### config.mk
export PLATFORM = sky130hd
export DESIGN_NAME = hsv_param_ctrl_flat
export DESIGN_NICKNAME = d
export VERILOG_FILES = /design/src/rtl/hsv_param_ctrl_if.sv /design/src/rtl/hsv_param_ctrl.sv /design/src/flat_wrapper.sv
export SDC_FILE = /design/constraint.sdc
export NUM_CORES = 1
export LEC_CHECK = 0
export CORE_ASPECT_RATIO = 1.2
export CORE_UTILIZATION = 45
export CTS_CLUSTER_DIAMETER = 50
export DETAILED_ROUTE_END_ITERATION = 10
export PLACE_DENSITY_LB_ADDON = 0.05
export SYNTH_ARGS = -nofsm -noshare
export SYNTH_HDL_FRONTEND = slang
export SYNTH_SLANG_ARGS = --single-unit
### constraint.sdc
create_clock -name i_clk -period 4.2 [get_ports i_clk]
set_input_delay 0.42 -clock i_clk [delete_from_list [all_inputs] [get_ports i_clk]]
set_output_delay 0.42 -clock i_clk [all_outputs]
set_load 0.02 [all_outputs]
### src/rtl/hsv_param_ctrl_if.sv
// Handshake and parameter bus between hsv_param_ctrl (master) and the
// HSV->RGB converter (slave). The master presents hue/sat/val together with
// conv_start; the converter accepts with conv_ready and signals completion
// with a one-cycle conv_done pulse.
interface hsv_param_ctrl_if;
  logic       conv_start;
  logic       conv_ready;
  logic       conv_done;
  logic [8:0] hue;
  logic [6:0] sat;
  logic [6:0] val;

  modport master (
    output conv_start, hue, sat, val,
    input  conv_ready, conv_done
  );

  modport slave (
    input  conv_start, hue, sat, val,
    output conv_ready, conv_done
  );
endinterface

### src/rtl/hsv_param_ctrl.sv
// HSV parameter sequencer for the LED colour pipeline.
// Updates hue/sat/val according to the selected mode on every mode change
// (entry) and on every step tick, then hands the new triple to the HSV->RGB
// converter through a start/ready/done handshake with a done timeout.
// Optional build macro HSV_CTRL_FADE_EN: modes 4/5/6 move sat/val by one
// step per event toward their target instead of jumping to it.
//
// state  | meaning
// IDLE   | waiting for a pending event
// APPLY  | one cycle, mode action updates hue/sat/val, pending cleared
// LAUNCH | conv_start held high until the converter accepts
// WAIT   | waiting for conv_done, bounded by TIMEOUT_CYCLES
module hsv_param_ctrl #(
  parameter int STEP_CYCLES    = 10000000,
  parameter int TIMEOUT_CYCLES = 1024
) (
  input  logic             i_clk,
  input  logic             i_reset,
  input  logic [3:0]       i_sost,
  input  logic [8:0]       i_h_in,
  input  logic [6:0]       i_s_in,
  input  logic [6:0]       i_v_in,
  hsv_param_ctrl_if.master io_conv,
  output logic             o_busy,
  output logic             o_err
);

  localparam int TW = $clog2(STEP_CYCLES);
  localparam int WW = $clog2(TIMEOUT_CYCLES + 1);
  localparam logic [TW-1:0] TICK_LAST = TW'(STEP_CYCLES - 1);
  localparam logic [WW-1:0] WAIT_LAST = WW'(TIMEOUT_CYCLES - 1);

  typedef enum logic [1:0] {S_IDLE, S_APPLY, S_LAUNCH, S_WAIT} state_t;

  state_t          r_state;
  logic [3:0]      r_sost_q;
  logic [TW-1:0]   r_tick_cnt;
  logic [WW-1:0]   r_wait_cnt;
  logic            r_pending;
  logic [8:0]      r_hue;
  logic [6:0]      r_sat;
  logic [6:0]      r_val;
  logic            r_start;
  logic            r_busy;
  logic            r_err;

  logic            w_entry;
  logic            w_tick;
  logic            w_event;
  logic [9:0]      w_hue_p60;
  logic [9:0]      w_hue_p1;
  logic [8:0]      w_h_tgt;
  logic [6:0]      w_s_tgt;
  logic [6:0]      w_v_tgt;
  logic [8:0]      w_hue_nxt;
  logic [6:0]      w_sat_nxt;
  logic [6:0]      w_val_nxt;

`ifdef HSV_CTRL_FADE_EN
  function automatic logic [6:0] f_toward(input logic [6:0] cur, input logic [6:0] tgt);
    if (cur < tgt)      return cur + 7'd1;
    else if (cur > tgt) return cur - 7'd1;
    else                return cur;
  endfunction
`endif

  assign w_entry   = (i_sost != r_sost_q);
  assign w_tick    = (r_tick_cnt == TICK_LAST);
  assign w_event   = w_entry | w_tick;

  // Hue arithmetic is done one bit wider so the wrap past 359 is visible.
  assign w_hue_p60 = {1'b0, r_hue} + 10'd60;
  assign w_hue_p1  = {1'b0, r_hue} + 10'd1;
  assign w_h_tgt   = (i_h_in > 9'd359) ? 9'd359 : i_h_in;
  assign w_s_tgt   = (i_s_in > 7'd100) ? 7'd100 : i_s_in;
  assign w_v_tgt   = (i_v_in > 7'd100) ? 7'd100 : i_v_in;

  // Next hue/sat/val for the mode latched in r_sost_q; only committed in APPLY.
  always_comb begin
    w_hue_nxt = r_hue;
    w_sat_nxt = r_sat;
    w_val_nxt = r_val;
    case (r_sost_q)
      4'd0: w_hue_nxt = 9'd120;
      4'd1: w_hue_nxt = (w_hue_p60 >= 10'd360) ? 9'(w_hue_p60 - 10'd360) : w_hue_p60[8:0];
      4'd2: w_hue_nxt = (w_hue_p1 >= 10'd360) ? 9'd0 : w_hue_p1[8:0];
      4'd3: w_hue_nxt = w_h_tgt;
`ifdef HSV_CTRL_FADE_EN
      4'd4: w_val_nxt = f_toward(r_val, w_v_tgt);
      4'd5: w_sat_nxt = f_toward(r_sat, w_s_tgt);
      4'd6: begin
        w_sat_nxt = f_toward(r_sat, 7'd50);
        w_val_nxt = f_toward(r_val, 7'd50);
      end
`else
      4'd4: w_val_nxt = w_v_tgt;
      4'd5: w_sat_nxt = w_s_tgt;
      4'd6: begin
        w_sat_nxt = 7'd50;
        w_val_nxt = 7'd50;
      end
`endif
      default: ;
    endcase
  end

  // Step tick counter and mode history; a mode change restarts the step period.
  always_ff @(posedge i_clk) begin
    if (i_reset) begin
      r_sost_q   <= i_sost;
      r_tick_cnt <= '0;
    end else begin
      r_sost_q <= i_sost;
      if (w_entry || w_tick) r_tick_cnt <= '0;
      else                   r_tick_cnt <= r_tick_cnt + TW'(1);
    end
  end

  // Sequencing FSM with registered handshake outputs and parameter registers.
  always_ff @(posedge i_clk) begin
    if (i_reset) begin
      r_state    <= S_IDLE;
      r_pending  <= 1'b0;
      r_wait_cnt <= '0;
      r_hue      <= 9'd120;
      r_sat      <= 7'd100;
      r_val      <= 7'd100;
      r_start    <= 1'b0;
      r_busy     <= 1'b0;
      r_err      <= 1'b0;
    end else begin
      case (r_state)
        S_IDLE: begin
          if (r_pending) begin
            r_state <= S_APPLY;
            r_busy  <= 1'b1;
          end
        end
        S_APPLY: begin
          r_hue     <= w_hue_nxt;
          r_sat     <= w_sat_nxt;
          r_val     <= w_val_nxt;
          r_pending <= 1'b0;
          r_start   <= 1'b1;
          r_state   <= S_LAUNCH;
        end
        S_LAUNCH: begin
          if (io_conv.conv_ready) begin
            r_start    <= 1'b0;
            r_wait_cnt <= '0;
            r_state    <= S_WAIT;
          end
        end
        S_WAIT: begin
          if (io_conv.conv_done) begin
            r_state <= S_IDLE;
            r_busy  <= 1'b0;
          end else if (r_wait_cnt == WAIT_LAST) begin
            r_err   <= 1'b1;
            r_state <= S_IDLE;
            r_busy  <= 1'b0;
          end else begin
            r_wait_cnt <= r_wait_cnt + WW'(1);
          end
        end
        default: begin
          r_state <= S_IDLE;
          r_start <= 1'b0;
          r_busy  <= 1'b0;
        end
      endcase
      // An event in the APPLY cycle itself must not be lost, so it wins over the clear.
      if (w_event) r_pending <= 1'b1;
    end
  end

  assign io_conv.conv_start = r_start;
  assign io_conv.hue        = r_hue;
  assign io_conv.sat        = r_sat;
  assign io_conv.val        = r_val;
  assign o_busy             = r_busy;
  assign o_err              = r_err;

endmodule
### src/flat_wrapper.sv
// flat-port wrapper written by rule: the top's interface ports become plain ports
module hsv_param_ctrl_flat 
#(
  parameter int STEP_CYCLES    = 10000000,
  parameter int TIMEOUT_CYCLES = 1024
)
  (i_clk, i_reset, i_sost, i_h_in, i_s_in, i_v_in, o_busy, o_err, io_conv_conv_start, io_conv_hue, io_conv_sat, io_conv_val, io_conv_conv_ready, io_conv_conv_done);
  hsv_param_ctrl_if io_conv_i ();
  input  logic i_clk;
  input  logic i_reset;
  input  logic [3:0] i_sost;
  input  logic [8:0] i_h_in;
  input  logic [6:0] i_s_in;
  input  logic [6:0] i_v_in;
  output logic o_busy;
  output logic o_err;
  output wire logic [$bits(io_conv_i.conv_start)-1:0] io_conv_conv_start;
  output wire logic [$bits(io_conv_i.hue)-1:0] io_conv_hue;
  output wire logic [$bits(io_conv_i.sat)-1:0] io_conv_sat;
  output wire logic [$bits(io_conv_i.val)-1:0] io_conv_val;
  input wire logic [$bits(io_conv_i.conv_ready)-1:0] io_conv_conv_ready;
  input wire logic [$bits(io_conv_i.conv_done)-1:0] io_conv_conv_done;
  assign io_conv_conv_start = io_conv_i.conv_start;
  assign io_conv_hue = io_conv_i.hue;
  assign io_conv_sat = io_conv_i.sat;
  assign io_conv_val = io_conv_i.val;
  assign io_conv_i.conv_ready = io_conv_conv_ready;
  assign io_conv_i.conv_done = io_conv_conv_done;
  hsv_param_ctrl #(.STEP_CYCLES(STEP_CYCLES), .TIMEOUT_CYCLES(TIMEOUT_CYCLES)) u_core (.i_clk(i_clk), .i_reset(i_reset), .i_sost(i_sost), .i_h_in(i_h_in), .i_s_in(i_s_in), .i_v_in(i_v_in), .io_conv(io_conv_i), .o_busy(o_busy), .o_err(o_err));
endmodule
After elaboration in Yosys (flattened, before gate mapping)
Cells that the tools add are included.
- equality and inequality tests: 17
- reduce and logical (&&, ||, !) cells: 19
- muxes and demuxes: 25
- bitwise logic cells: 2
- add/sub/neg operators: 5
- magnitude comparators: 5
- operator list (operator ; count):
    9-bit one-hot mux with 4 select lines ; 1
    11-bit 2-to-1 mux ; 3
    7-bit one-hot mux with 2 select lines ; 2
    9-bit 2-to-1 mux ; 3
    24-bit by 1-bit adder with 24-bit output (second input constant) ; 1
    24-bit == test (second input constant) ; 1
    11-bit one-hot mux with 2 select lines ; 1
    10-bit by 9-bit greater-or-equal comparator with 1-bit output (second input constant) ; 2
    7-bit > comparator (second input constant) ; 2
    7-bit 2-to-1 mux ; 2
    4-bit by 3-bit == test with 1-bit output (second input constant) ; 3
    2-bit nonzero test ; 6
    11-bit by 1-bit adder with 11-bit output (second input constant) ; 1
    11-bit by 10-bit == test with 1-bit output (second input constant) ; 1
    9-bit by 1-bit adder with 10-bit output (second input constant) ; 1
    9-bit by 6-bit adder with 10-bit output (second input constant) ; 1
    9-bit > comparator (second input constant) ; 1
    3-bit AND reduction ; 3
    9-bit subtractor (second input constant) ; 1
    4-bit by 2-bit == test with 1-bit output (second input constant) ; 2
    2-bit 2-to-1 mux ; 4
    2-bit one-hot mux with 4 select lines ; 1
    2-bit AND reduction ; 4
    1-bit 2-to-1 mux ; 6
    16 further kinds ; 20
- bits in registers: 68

Depth between registers and ports, before layout
Gate-level depths: netlist of run 1.
- depth after elaboration: 4
- mapped depth: 9
- gate-level depth less buffers: 8

Least setup slack after synthesis of run 1
No wires, ideal clock.
- path kind: reg2reg
- from: register u_core.r_hue[2] (netlist: u_core.io_conv.hue[2])
- to: register u_core.r_hue[3] (netlist: u_core.io_conv.hue[3])
- buffers on the path: 1
- setup slack: 1.846 ns
- stages on the path, launching flop included: 10
- data arrival time: 2.217 ns
- path through: dfxtp_1 buf_2 inv_1 ha_1 xnor2_1 nand3_1 a22o_4 and4_4 o41ai_1 a22oi_1
- cells in the longest elaborated chain, start to end: 4
- RTL lines (element ; RTL line ; text):
    start: declaration ; hsv_param_ctrl.sv:40 ; logic [8:0] r_hue;
    start signal: assignment ; hsv_param_ctrl.sv:140 ; r_hue <= w_hue_nxt;
    9-bit by 6-bit adder with 10-bit output / 9-bit by 1-bit adder with 10-bit output (equally long branches) ; hsv_param_ctrl.sv:72, hsv_param_ctrl.sv:73 ;
    9-bit subtractor, or another cell as far along ; hsv_param_ctrl.sv:85 ; 4'd1: w_hue_nxt = (w_hue_p60 >= 10'd360) ? 9'(w_hue_p60 - 10'd360) : w_hue_p60[8:0];
    9-bit 2-to-1 mux, on equally long branches ; hsv_param_ctrl.sv:85, hsv_param_ctrl.sv:86 ;
    9-bit one-hot mux with 4 select lines * ; hsv_param_ctrl.sv:83 ; case (r_sost_q)
Every way passes the cells marked *; elsewhere a longest branch is shown, timed or not.
A chain may end at the register's enable or synchronous reset.

Worst setup path in the final report of run 1
- from: register u_core.r_hue[2] (netlist: u_core.io_conv.hue[2])
- to: register u_core.r_hue[1] (netlist: u_core.io_conv.hue[1])
- cells in the longest elaborated chain, start to end: 4
- RTL lines (element ; RTL line):
    9-bit by 1-bit adder with 10-bit output / 9-bit by 6-bit adder with 10-bit output (equally long branches) ; hsv_param_ctrl.sv:73, hsv_param_ctrl.sv:72
    10-bit by 9-bit greater-or-equal comparator with 1-bit output, on equally long branches ; hsv_param_ctrl.sv:86, hsv_param_ctrl.sv:85
    9-bit 2-to-1 mux, on equally long branches ; hsv_param_ctrl.sv:86, hsv_param_ctrl.sv:85
    9-bit one-hot mux with 4 select lines * ; hsv_param_ctrl.sv:83
Marks and branches as above.

==> out/results.txt, run 1 <==
Cell internal power was estimated by the tool at 1.021 mW. For this run, the post-layout net count is 569. The number of distinct library cell variants in the gate-level netlist after synthesis came out at 68.

Number of buffers added by the clock tree synthesis step: 9. Summed over all instances, the cell type with the most area after synthesis is sky130_fd_sc_hd__dfxtp_1. For the worst-skew pair, the clock arrives at the later sink with an insertion delay of 0.33 ns. The top cell type by area accounts for 34.64% of the synthesized area. In the final layout, the share of cells above drive strength 1 is 6.026%. After legalization and detailed placement, the total HPWL measured 7292 um. The path class of the tightest hold or removal check is reg -> reg. The synthesized design contains 68 register bits. The total power per unit cell area came out at 313.7 mW/mm2. Port buffering added 56 buffers. Setup slack on the worst reg-to-reg path comes out at 1.58 ns. Counting tap cells, the placed design contains a total of 633 instances. The floorplan step set the die width to 87.31 um. Entering global routing, the biggest net connects 25 pins. The hold-critical path depth is 1, and the hold buffer count at cts is 0.

The endpoint identified for the worst register-to-register timing path is u_core.io_conv.hue[1]. In this run the standard cell core region covers 0.008518 mm2. The tools report the element type at the critical path end as a flop. After detailed routing, the number of vias per cell comes to 5.630. Sequential elements use 34.64% of the synthesized area. The total count of hold-check failures in the final report was 0. The worst setup path is launched from a flop. The top cell types in the final layout, fill and taps aside, are sky130_fd_sc_hd__nor2_1 (71), sky130_fd_sc_hd__dfxtp_1 (68), sky130_fd_sc_hd__clkdlybuf4s50_1 (56), sky130_fd_sc_hd__nand2_1 (42), sky130_fd_sc_hd__xor2_1 (26). The average wire per cell in the routed design came out at 15.08 um. Counting every sink on the clock net gives 68.

By area the synthesized netlist is led by sky130_fd_sc_hd__dfxtp_1 (35%), sky130_fd_sc_hd__nor2_1 (6.8%), sky130_fd_sc_hd__xor2_1 (5.8%). The count of antenna-violating nets left after detailed routing was 0. Global routing used 22.76% of the available tracks.

Per report_power, the sequential group accounts for 48.3% of the total. The buffer count from post-CTS setup fixing is 0, and the number of cells in the finished layout apart from fillers is 648. 0 antenna diodes ended up in the layout. The smallest clock period supported by the final layout is computed as 2.618 ns. The tool flagged a number of max-cap violations equal to 0. The overall power consumption was 1.472 mW. The most common cell after layout, fill and taps aside is sky130_fd_sc_hd__nor2_1. Tracing the worst setup path back leads to its startpoint at u_core.io_conv.hue[2]. The worst path uses 62.34% of the clock period. The number of top-level design ports was 57; the number of gates resized after CTS was 0.

In the routed design, unresolved DRC markers number 0. The worst register-to-register path has a depth of 7. For the smallest hold slack, the log shows 0.4627 ns. The tools report the buffer cell driving the clock tree root as sky130_fd_sc_hd__clkbuf_8.

The startpoint of the tightest hold check path was u_core.r_tick_cnt[0]. The run gives 0.4512 mW as the total net switching power. For the maximum clock path buffer count, the log shows 2. Of the total power, the share spent switching nets is 30.66%. The clock transition at the registers of the reported paths is 0.07 ns, and the peak clock frequency supported by timing is 0.3820 GHz.

The max-slew violation count is 0, and the synthesized area is 0.003930 mm2. The synthesized net count came out at 523. Detailed routing inserted a total of 3648 vias. The logs give 16490 um for the first-pass GRT wire length and 0.01141 ns for the clock skew after layout.

Summed over all failing endpoints, the final setup total negative slack is 0 ns. The critical path class was reg -> reg. The initialized floorplan defines 37 standard-cell rows.

The height of the die came out at 104.4 um. Actual slew at the worst max-slew pin: 0.7942 ns. Data arrives at the worst endpoint at 2.85 ns. The global placer's final weighted congestion is 0.9067.

The post-detailed-placement cell area is 0.004534 mm2. The flow ran to the end, and the final reports show no timing, DRC or antenna violations. The H-tree was split into 3 levels. Wires add up to 9774 um. For the total global routing overflow, the log shows 0.

For the static leakage power, the log shows 1.588 nW. The area growth from synthesis to layout is 19.39%. In this run the tightest slew margin relative to its limit is 46.65%. The number of enable-type register cells in the synthesized netlist works out to 0. The number of DRC markers after the initial detailed-route iteration was 144. The number of optimization iterations in the first detailed-route pass was 4; the number of global-route vias before repair was 3582.

The clock group share of total power is 30.6%. The capture endpoint of the worst hold path is u_core.r_tick_cnt[0]. The post-synthesis instance total was 481; the final setup violation count was 0.

TritonCTS built the clock tree. The area of the die came out at 0.009113 mm2. The main flop type after synthesis is sky130_fd_sc_hd__dfxtp_1. Along the worst path, the maximum fanout reaches 14. The share of total power dissipated in combinational logic is 21.1%. After synthesis, the share of flip-flops with an asynchronous set or reset is 0%. With fillers left out, the area of the finished cells amounts to 0.004692 mm2. During synthesis, Yosys emitted a total of 0 warnings. Setup repair after global routing left no endpoint under its margin. Data on the critical path is required at its endpoint by 4.43 ns. The starting density of the core was 46.14%. The average instance area after synthesis was 8.171 um2; the number of antenna violations at the first check in global routing was 0. The worst supply voltage drop on vdd was 0.1745 mV.

The launching point of the worst reg2reg path is u_core.io_conv.hue[2].
==> per-stage QoR <==
stage	util (%)	worst slack [ns]
global placement	53.23	1.746
global route	55.08	1.400
floorplan	-	1.846
detailed placement	53.23	1.637
finish	55.08	1.582
CTS	55.08	1.617
==> kinds of logic after synthesis <==
kind of cell    share of synthesized area, %
buf+inv                                4.234
simple gates                           28.08
flops                                  34.64
xor+xnor                               9.583
compound gates                         19.42
mux                                   0.5412
fa+ha+maj                              3.502
==> registers in the layout, indices dropped and copies added, names as in the netlist <==
signal,count
u_core.r_tick_cnt,24
u_core.r_wait_cnt,11
u_core.io_conv.hue,9
u_core.io_conv.sat,7
u_core.io_conv.val,7
u_core.r_sost_q,4
u_core.r_state,2
u_core.io_conv.conv_start,1
u_core.o_busy,1
u_core.o_err,1
u_core.r_pending,1
==> final cells by class <==
| class | count | area, um2 |
|---|---|---|
| Clock inverter | 5 | 30.03 |
| Inverter | 15 | 56.30 |
| Timing Repair Buffer | 57 | 568.0 |
| Tap cell | 117 | 146.4 |
| Clock buffer | 10 | 127.6 |
| Multi-Input combinational cell | 376 | 2402 |
| Sequential cell | 68 | 1361 |
| Fill cell | 873 | 3826 |
==> per-layer routing <==
| layer | part of all wire (%) | vias to the layer above | routed length (um) | global-route usage, % |
|---|---|---|---|---|
| li1 | - | 1823 | - | - |
| met3 | 2.7 | 14 | 268 | 4.365 |
| met4 | 2.2 | 0 | 216 | 9.133 |
| met1 | 46 | 1750 | 4488 | 28.07 |
| met5 | 0 | - | 0 | 0 |
| met2 | 49 | 61 | 4800 | 38.34 |
==> how the worst max path moves through the flow <==
stage | slack [ns] | end
after floorplan | 1.85 | u_core.io_conv.hue[3]
after global placement | 1.75 | u_core.io_conv.hue[1]
after detailed placement | 1.64 | u_core.io_conv.hue[1]
after CTS | 1.62 | u_core.io_conv.hue[1]
after global routing | 1.40 | u_core.io_conv.hue[1]
final | 1.58 | u_core.io_conv.hue[1]
==> power by group through the flow <==
stage / combinational (mW) / sequential (mW) / clock, mW
6_report: 0.311 / 0.711 / 0.450
5_1_grt: 0.345 / 0.716 / 0.498
4_1_cts: 0.312 / 0.711 / 0.471
3_5_place_dp: 0.310 / 0.726 / 0
3_3_place_gp: 0.308 / 0.725 / 0
2_1_floorplan: 0.200 / 0.724 / 0
==> worst max-delay path, stage by stage, from the launching register on <==
cell                       delay, ns
sky130_fd_sc_hd__dfxtp_1        0.63
sky130_fd_sc_hd__ha_1           0.32
sky130_fd_sc_hd__a21bo_2        0.16
sky130_fd_sc_hd__o211ai_1       0.08
sky130_fd_sc_hd__a211o_1        0.30
sky130_fd_sc_hd__a211oi_2       0.56
sky130_fd_sc_hd__o211ai_1       0.15
sky130_fd_sc_hd__a221oi_1       0.31
==> cell usage after synthesis (3+ instances only) <==
cell type,count
sky130_fd_sc_hd__a41oi_1,3
sky130_fd_sc_hd__nand3_1,20
sky130_fd_sc_hd__o41ai_1,4
sky130_fd_sc_hd__nor3b_1,3
sky130_fd_sc_hd__a22oi_1,3
sky130_fd_sc_hd__o211a_1,3
sky130_fd_sc_hd__a221oi_1,3
sky130_fd_sc_hd__xor2_1,26
sky130_fd_sc_hd__and3_1,8
sky130_fd_sc_hd__nand3b_1,4
sky130_fd_sc_hd__a211oi_1,9
sky130_fd_sc_hd__nand2_1,42
sky130_fd_sc_hd__o21a_1,3
sky130_fd_sc_hd__clkbuf_1,12
sky130_fd_sc_hd__o21ai_0,13
sky130_fd_sc_hd__nand2b_1,8
sky130_fd_sc_hd__nor3_1,21
sky130_fd_sc_hd__a21o_1,4
sky130_fd_sc_hd__ha_1,11
sky130_fd_sc_hd__xnor2_1,17
sky130_fd_sc_hd__buf_2,7
sky130_fd_sc_hd__nor4_1,5
sky130_fd_sc_hd__inv_1,15
sky130_fd_sc_hd__o211ai_1,6
sky130_fd_sc_hd__or3_1,5
sky130_fd_sc_hd__o21bai_1,4
sky130_fd_sc_hd__dfxtp_1,68
sky130_fd_sc_hd__a211o_1,3
sky130_fd_sc_hd__nor2_1,71
sky130_fd_sc_hd__a21oi_1,19
sky130_fd_sc_hd__nor4b_1,3
sky130_fd_sc_hd__nand4_1,12
Power figures use the tool's default switching activity.
==> inputs of run 2 (changes only) <==
==> constraint.sdc (replaced) <==
create_clock -name i_clk -period 2.1 [get_ports i_clk]
set_input_delay 0.21 -clock i_clk [delete_from_list [all_inputs] [get_ports i_clk]]
set_output_delay 0.21 -clock i_clk [all_outputs]
set_load 0.02 [all_outputs]
==> run 2 against run 1 <==
The run now ends with setup timing left. Combinational power grew to 2.6 times the previous value. Sequential power up 95%. Final cell count rose by 7.7%. Critical endpoint is now u_core.io_conv.hue[4].
==> out/results.txt, run 2 (same netlist as run 1, synthesis figures left out) <==
The final reports fail on setup timing. The logs give 0 (unchanged) for the total global routing overflow and 2 (+2) for the final setup violation count. Data arrival time of the critical path: 2.39 ns (-0.46 ns).

The capture endpoint of the worst hold path was u_core.r_sost_q[0]. The run gives 0.008518 mm2 (unchanged) as the area of the core. The tools report the kind of start point of the critical path as a flop. The total power per unit cell area was 653.8 mW/mm2 (+110%); the area of the die was 0.009113 mm2 (unchanged).

The setup slack on the worst flop-to-flop path was -0.05 ns (-1.64 ns); the flip-flop count of the largest register after layout was 24 (unchanged). The worst path setup slack after routing is -0.05465 ns (-1.637 ns). The run gives -0.06535 ns (-0.06535 ns) as the total negative slack. The tools report the peak clock frequency supported by timing as 0.4641 GHz (+22%).

The worst setup path is captured at a flop. The library cell used most frequently in the layout, excluding fill and tap cells, is sky130_fd_sc_hd__nor2_1. The area occupied by registers is 0.001374 mm2 (+0.92%), and the average wire per cell in the routed design is 14.48 um (-4.0%). The final period demand of the worst path works out to 2.155 ns (-0.4634 ns). Number of antenna violations at the first check in global routing: 0 (unchanged). CTS placed an instance of sky130_fd_sc_hd__clkbuf_8 at the clock tree root. The detail-routed via count per cell was 5.426 (-3.6%). TritonCTS built the clock tree. The maximum number of pins on one net before global-route repair came out at 25 (unchanged).

The hold-critical path depth was 1 (unchanged); the final wirelength was 10100 um (+3.4%). Setup repair after global routing could not meet its margin everywhere. The area growth from synthesis to layout is 34.89%. Endpoint of the most critical register-to-register path: u_core.io_conv.hue[4]. The final core utilization was 62.24% (+7.2 points); the number of cells in the finished layout apart from fillers was 698 (+7.7%). The run gives 7380 um (+1.2%) as the estimated wirelength of the detail-placed design.

Counting flops per register, the top entry is u_core.r_tick_cnt. The number of optimization iterations in the first detailed-route pass came out at 4 (unchanged). The path class of the tightest hold or removal check is in -> reg. The number of nets in the final layout was 618 (+8.6%).

The run gives 0 (unchanged) as the max capacitance violation total. The number of fill cells was 815 (-6.6%). The height of the die is 104.4 um (unchanged).

The clock skew after layout was 0.01072 ns (-0.0006877 ns); the relative slew slack was 59.76% (+13 points). The logs give 68 (unchanged) for the total number of clock tree sinks and 2.34 ns (-2.09 ns) for the worst endpoint required time. The clock transition at the registers of the reported paths is 0.07 ns (about the same). The first-pass GRT wire length came out at 16370 um (-0.76%).

The flow ran to the end, but the final reports show violations. The tools report the number of vias after detailed routing as 3787 (+3.8%). The total count of hold-check failures in the final report was 0 (unchanged); the total placed cells including tap cells was 680 (+7.4%).

The number of buffers added by the clock tree synthesis step is 9 (unchanged), and the length in cells of the worst reg-to-reg path is 6 (-1). The fraction of final layout cells sized beyond drive strength 1 is 18.24% (+12 points). Actual slew at the worst max-slew pin: 0.6024 ns (-0.1918 ns). The count of antenna-violating nets left after detailed routing is 0 (unchanged), and the max-slew violation count is 0 (unchanged). The number of top-level design ports was 57 (unchanged); the global-route total usage across every layer was 22.90% (+0.13 points). Global placer's final weighted congestion: 0.8578 (-5.4%). The clock network latency to the later pin of the worst-skew pair was 0.35 ns (+0.02 ns); the worst supply voltage drop on vdd was 0.6436 mV (+270%).

The number of H-tree levels is 3 (unchanged). The placement row count was 37 (unchanged). The period utilization was 102.6% (+40 points); the number of antenna diodes was 0 (unchanged).

The number of DRC markers after the initial detailed-route iteration was 148 (+2.8%); the starting density of the core was 46.14% (unchanged). The die extent in x is 87.31 um (unchanged). The count of port buffers added during placement is 56 (unchanged), and the DRC violation count after routing is 0 (unchanged). The tools report the maximum clock path buffer count as 2 (unchanged). The worst setup path is of the reg -> reg kind. The largest driver fanout on the critical path was 6 (-8). The top cell types in the final layout, fill and taps aside, are sky130_fd_sc_hd__nor2_1 (70), sky130_fd_sc_hd__dfxtp_1 (62), sky130_fd_sc_hd__clkdlybuf4s50_1 (56), sky130_fd_sc_hd__buf_4 (46), sky130_fd_sc_hd__nand2_1 (42). The logs give 1.910 nW (+20%) for the static leakage power and 0.002547 mm2 (+6.0%) for the footprint of the multi-input gates. The startpoint identified for the worst hold timing path is i_sost[0].

In this run the critical register-to-register path is launched from u_core.io_conv.hue[2]. For the number of global-route vias before repair, the log shows 3608 (+0.73%).
[run 2: how the worst max path moves through the flow]
stage	start	endpoint	slack, ns	cells past startpoint
floorplan	u_core.io_conv.hue[4]	u_core.io_conv.hue[3]	-0.05	8
global placement	u_core.io_conv.hue[2]	u_core.io_conv.hue[3]	0.03	6
detailed placement	u_core.io_conv.hue[2]	u_core.io_conv.hue[1]	-0.01	7
CTS	u_core.io_conv.hue[2]	u_core.io_conv.hue[3]	-0.02	6
global route	u_core.io_conv.hue[2]	u_core.io_conv.hue[6]	-0.11	7
finish	u_core.io_conv.hue[2]	u_core.io_conv.hue[4]	-0.05	6
[run 2: timing repair]
item                       CTS  global route
pin swaps                    1             6
cloned                       0             2
buffers inserted             0             0
setup endpoints to repair    5            15
resized for setup            1            19
hold buffers                 0             0
[run 2: per-layer routing]
metal | GRT usage (%) | share of wire, % | wire (um) | up-vias
li1 | - | - | - | 1926
met1 | 28.21 | 46 | 4649 | 1762
met2 | 37.17 | 48 | 4890 | 80
met3 | 5.476 | 3.5 | 355 | 19
met4 | 10.54 | 2.1 | 209 | 0
met5 | 0 | 0 | 0 | -
[run 2: final cells by class]
class | count | area share [%]
Inverter | 15 | 1.062
Sequential cell | 68 | 25.91
Timing Repair Buffer | 104 | 17.84
Clock buffer | 11 | 2.478
Multi-Input combinational cell | 378 | 48.05
Clock inverter | 5 | 1.888
Tap cell | 117 | 2.761
[run 2: power breakdown]
| group | switching (mW) | internal, mW | leakage, nW |
|---|---|---|---|
| Combinational | 0.419 | 0.378 | 1.24 |
| Clock | 0.498 | 0.786 | 0.117 |
| Sequential | 0.0416 | 1.34 | 0.552 |
| Total | 0.958 | 2.51 | 1.91 |
[run 2: critical path, cell delays in order, from the launching register on]
cell,delay (ns)
sky130_fd_sc_hd__dfxtp_4,0.37
sky130_fd_sc_hd__or4_4,0.60
sky130_fd_sc_hd__a21o_1,0.21
sky130_fd_sc_hd__a22o_4,0.25
sky130_fd_sc_hd__nand2_1,0.17
sky130_fd_sc_hd__a211oi_1,0.11
sky130_fd_sc_hd__o32a_1,0.34
[run 2: metrics by stage]
step | power, mW | hold slack, ns | cell area, um2 | setup WS, ns
2_1_floorplan | 1.860 | 0.2377 | 3979 | -0.05371
3_3_place_gp | 2.169 | 0.4493 | 4959 | 0.02520
3_5_place_dp | 2.171 | 0.4428 | 4959 | -0.01232
4_1_cts | 3.469 | 0.3504 | 5192 | -0.01812
5_1_grt | 3.640 | 0.3505 | 5301 | -0.1056
6_report | 3.466 | 0.3638 | 5301 | -0.05465
